$ cat src/rtl/wb_stage.sv
// wb_stage: writeback stage with architectural HI/LO, register-file write port and a 4-entry trace FIFO.
module wb_stage (
  input  logic        clk,
  input  logic        reset,
  input  logic        wb_valid,
  input  logic [31:0] wb_pc,
  input  logic [31:0] wb_res,
  input  logic [31:0] wb_hi,
  input  logic [31:0] wb_lo,
  input  logic [31:0] wb_rdata,
  input  logic        wb_load,
  input  logic        wb_al,
  input  logic        wb_regwen,
  input  logic        wb_cp0ren,
  input  logic [5:0]  wb_wreg,
  input  logic [31:0] wb_cp0rdata,
  input  logic [1:0]  wb_rhilo,
  input  logic [1:0]  wb_whilo,
  output logic        wb_stall,
  output logic        rf_wen,
  output logic [4:0]  rf_waddr,
  output logic [31:0] rf_wdata,
  output logic [31:0] hi,
  output logic [31:0] lo,
  output logic        trace_valid,
  input  logic        trace_ready,
  output logic [31:0] trace_pc,
  output logic [3:0]  trace_wen,
  output logic [4:0]  trace_wnum,
  output logic [31:0] trace_wdata
);
  logic [31:0] mem_pc [4];
  logic [4:0]  mem_wnum [4];
  logic [31:0] mem_wdata [4];
  logic [1:0]  rd_ptr, wr_ptr;
  logic [2:0]  count;
  logic        need_wr, retire, push, pop;
  assign need_wr  = wb_valid & wb_regwen & (wb_wreg[4:0] != 5'd0);
  // Stall looks only at the registered count, so a same-cycle pop cannot release it.
  assign wb_stall = need_wr & (count == 3'd4);
  assign retire   = wb_valid & ~wb_stall;
  assign push     = need_wr & ~wb_stall;
  assign pop      = trace_valid & trace_ready;
  assign rf_wen   = push;
  assign rf_waddr = wb_wreg[4:0];
  // HI/LO feed the mux from their registers; a same-cycle MTHI/MTLO is not bypassed.
  always_comb
    rf_wdata = wb_load     ? wb_rdata :
               wb_cp0ren   ? wb_cp0rdata :
               wb_rhilo[1] ? hi :
               wb_rhilo[0] ? lo :
               wb_al       ? wb_pc + 32'd8 : wb_res;
  assign trace_valid = count != 3'd0;
  assign trace_pc    = trace_valid ? mem_pc[rd_ptr] : 32'd0;
  assign trace_wen   = trace_valid ? 4'hF : 4'h0;
  assign trace_wnum  = trace_valid ? mem_wnum[rd_ptr] : 5'd0;
  assign trace_wdata = trace_valid ? mem_wdata[rd_ptr] : 32'd0;
  always_ff @(posedge clk or posedge reset)
    if (reset) begin
      hi     <= 32'd0;
      lo     <= 32'd0;
      rd_ptr <= 2'd0;
      wr_ptr <= 2'd0;
      count  <= 3'd0;
    end else begin
      if (retire & wb_whilo[1]) hi <= wb_hi;
      if (retire & wb_whilo[0]) lo <= wb_lo;
      if (push) wr_ptr <= wr_ptr + 2'd1;
      if (pop) rd_ptr <= rd_ptr + 2'd1;
      count <= count + {2'd0, push} - {2'd0, pop};
    end
  always_ff @(posedge clk)
    if (push) begin
      mem_pc[wr_ptr]    <= wb_pc;
      mem_wnum[wr_ptr]  <= wb_wreg[4:0];
      mem_wdata[wr_ptr] <= rf_wdata;
    end
endmodule

$ cat config.mk
export PLATFORM = sky130hd
export DESIGN_NAME = wb_stage
export DESIGN_NICKNAME = d
export VERILOG_FILES = /design/src/rtl/wb_stage.sv
export SDC_FILE = /design/constraint.sdc
export NUM_CORES = 1
export LEC_CHECK = 0
export CAP_MARGIN = 20
export CELL_PAD_IN_SITES_DETAIL_PLACEMENT = 0
export CELL_PAD_IN_SITES_GLOBAL_PLACEMENT = 1
export CORE_AREA = 2 2 233 235
export DETAILED_ROUTE_END_ITERATION = 16
export DIE_AREA = 0 0 235 237
export DONT_BUFFER_PORTS = 1
export PLACE_DENSITY_LB_ADDON = 0.25
export SLEW_MARGIN = 20
export SYNTH_ARGS = -nofsm -noshare
export SYNTH_HDL_FRONTEND = slang
export SYNTH_SLANG_ARGS = --single-unit
export TNS_END_PERCENT = 5
$ cat constraint.sdc
create_clock -name clk -period 4.4 [get_ports clk]
set_clock_uncertainty 0.05 [all_clocks]
set_input_delay 1.32 -clock clk [delete_from_list [all_inputs] [get_ports clk]]
set_output_delay 1.32 -clock clk [all_outputs]
set_load 0.005 [all_outputs]
==> qor.csv <==
stage,metric,value,unit
outcome,status,completed,
sta,endpoints failing setup,0,
sta,Max-slew headroom,38.1,%
sta,period utilization,97.1,%
yosys,"Avg Cell Area, Syn",16.0,um^2
finish,Layout Cells excl Fill,1743,
setup_path,crit path kind,in -> out,
yosys,sequential fraction of the synthesis area,63.8,%
setup_path,crit path cell chain,"ha_1, and3_1, nand4_1, o31a_1, o21ai_0, a31oi_2",
sta,post-route minimum period,4.27,ns
clock_tree,CTS Buffer Depth,3,
drt,drt via density,5.18,
clock_tree,CTS tree,yes,
floorplanning,FP Rows,85,
setup_path,Reg2Reg Depth,8,
yosys,Post-Syn Instances,988,
finish,Nets,1231,
min_path,Hold Path Class,reg -> reg,
setup_path,Reg2Reg Setup Slack,1.44,ns
global_route,Overall Global Routing Usage,17.7,%
sta,final hold violation count,0,
power,LEAKAGE,6.23,nW
setup_path,crit-path max FO,9,
sta,Fin Hold WS,0.471,ns
placement,post-DP HPWL,35.8,mm
clock_tree,clock-pin slew on the worst setup and hold paths,0.05,ns
floorplanning,Initial Util,29.6,%
floorplanning,core area,53300,um^2
floorplanning,Die ar.,55700,um^2
global_route,grt total ovfl,0,
finish,fillers,5192,
yosys,async set-reset flop share out of synthesis,20.5,%
yosys,Post-Syn Nets,1206,
sta,final worst slack,0.126,ns
finish,fraction of layout cells with a size suffix above 1,25.4,%
sta,Final Slew Violations,0,
global_route,first-pass GRT wire length,70.8,mm
drt,via count,9029,
global_route,number of global-route vias before repair,9379,
finish,P&R area growth vs syn,14.2,%
yosys,Netlist cell types,57,
setup_path,r2r endpoint,count[2],
finish,most frequent cells in the layout,"276 x edfxtp_1, 72 x and2_1, 69 x mux4_2, 69 x dfrtp_1, 60 x mux2_4",
finish,final core occ,33.8,%
yosys,Yosys warning count,0,
drt,Post-Route WL,50.5,mm
yosys,number of enable flip-flop cells after synthesis,276,
sta,Setup Total Neg Slack,0,ns
clock_tree,CTS buffer count,40,
setup_path,FF-to-FF Start,count[2],
global_route,initial antenna violation count,4,
yosys,Area contributors post-synth,"edfxtp_1 53%, dfrtp_1 11%, mux4_2 9.8%",
power,pwr dens,565,nW/um^2
min_path,Hold Path Cell Cnt,1,
placement,IO buf count,0,
drt,total iterations of the first detailed-routing run,5,
clock_tree,htree depth,2,
min_path,Worst Hold Launch,count[2],
global_route,largest net degree at the start of global routing,62,
setup_path,CP max-delay cell,and3_1,
clock_tree,Root Driver,clkbuf_16,
sta,unrepaired setup endpoints after global routing,false,
clock_tree,Worst-Skew Late Latency,0.55,ns
finish,Reg area,10100,um^2
setup_path,CP required,3.03,ns
drt,# DRC,0,
placement,Placed Cells,1667,
setup_path,max incr delay on CP,0.35,ns
placement,Setup Slack @ Placement,-0.0673,ns
finish,"commonest non-fill, non-tap cell in the layout",edfxtp_1,
floorplanning,Die H,237,um
yosys,Synth area leader,edfxtp_1,
drt,Routed WL per cell,29.0,um
yosys,Synth top area share,52.5,%
yosys,"Top FF cell, synth",edfxtp_1,
drt,post-route ant nets,0,
setup_path,crit path capture type,primary output,
placement,final RePlAce weighted congestion,0.774,
setup_path,Critical Path AT,2.90,ns
floorplanning,width of the die,235,um
sta,Slew @ Worst Pin,0.928,ns
clock_tree,TritonCTS sink count,347,
min_path,hold endpoint,count[2],
finish,area of the multi-input gates,5290,um^2
drt,DRT iter0 DRCs,511,
floorplanning,Ports,387,
sta,Fmax achieved,0.234,GHz
power,VDD IR-drop max,0.397,mV
job,MaxCap Viol Count,0,
yosys,"flops & latches, synth",347,
setup_path,CP Launch Type,input port,
yosys,Netlist Area Pre-Place,15800,um^2
-- cell type report --
class	count	area share (%)
flip-flops and latches	347	55.9
multi-input cells	556	29.3
clock buffers	51	5.90
well taps	696	4.83
repair buffers	54	2.73
clock inverters	22	1.01
inverters	14	0.298
diodes	3	0.0416
-- critical path, delay by kind of cell --
kind                     cells  cell delay [ns]
adder cells (fa/ha/maj)      1             0.21
AO/OA/AOI/OAI                3             0.84
AND/OR/NAND/NOR              2             0.52
-- cell usage after synthesis (8+ instances only) --
cell / number
nor2b_1: 16
mux4_2: 69
mux2_4: 60
inv_1: 13
buf_2: 8
nand2_1: 36
and3_1: 8
o21ai_0: 27
mux2_2: 8
nor3_1: 25
nand3_1: 12
dfrtp_1: 71
xor2_1: 15
xnor2_1: 11
nor2_1: 24
mux2i_1: 8
a221oi_1: 18
and2_1: 76
clkbuf_1: 46
o221ai_1: 8
edfxtp_1: 276
a21oi_1: 31
and4_1: 8
buf_4: 10
nand4_1: 14
-- what timing repair did --
item,in CTS,in global routing
endpoints found under the setup margin,1,2
gates resized for setup,1,3
buffers inserted,0,0
hold buffers,0,0
-- layer usage --
| metal | global-route usage (%) | share of wire, % |
|---|---|---|
| met5 | 0 | 0.046 |
| met2 | 28.4 | 47 |
| met4 | 3.82 | 1.6 |
| met3 | 5.60 | 7.5 |
| met1 | 23.7 | 44 |
-- worst max path at each step --
stage | cells past startpoint | slack, ns | start | end
6_report | 6 | 0.13 | wb_pc[3] | rf_wdata[29]
5_1_grt | 7 | 0.004 | wb_pc[7] | rf_wdata[18]
4_1_cts | 6 | 0.04 | wb_pc[3] | rf_wdata[29]
3_5_place_dp | 7 | -0.07 | wb_pc[3] | rf_wdata[19]
3_3_place_gp | 7 | -0.06 | wb_pc[3] | rf_wdata[19]
2_1_floorplan | 4 | 0.27 | wb_wreg[1] | mem_pc[0][0]
-- registers in the layout, indices dropped and copies added (netlist names) --
register   count
count          3
hi            32
lo            32
mem_pc       128
mem_wdata    128
mem_wnum      20
rd_ptr         2
wr_ptr         2
-- cells by family after synthesis --
| logic type | count (synthesis) | synth area share (%) |
|---|---|---|
| mux | 145 | 16.6 |
| flops | 347 | 63.8 |
| simple gates | 239 | 8.51 |
| xor+xnor | 26 | 1.44 |
| buf+inv | 85 | 2.94 |
| fa+ha+maj | 8 | 0.682 |
| compound gates | 138 | 6.03 |
-- through the flow --
stage	power, mW	area, um^2
after floorplan	6.33	15800
after global placement	7.13	16800
after detailed placement	7.16	16800
after CTS	10.4	18000
after global routing	10.7	18000
final	10.2	18000
-- report_power, final --
group | switching (mW) | internal [mW] | total, mW
logic | 1.35 | 1.28 | 2.63
clock network | 1.30 | 1.88 | 3.19
registers | 0.323 | 4.04 | 4.36
No activity file was read; power rests on OpenSTA's default activity.
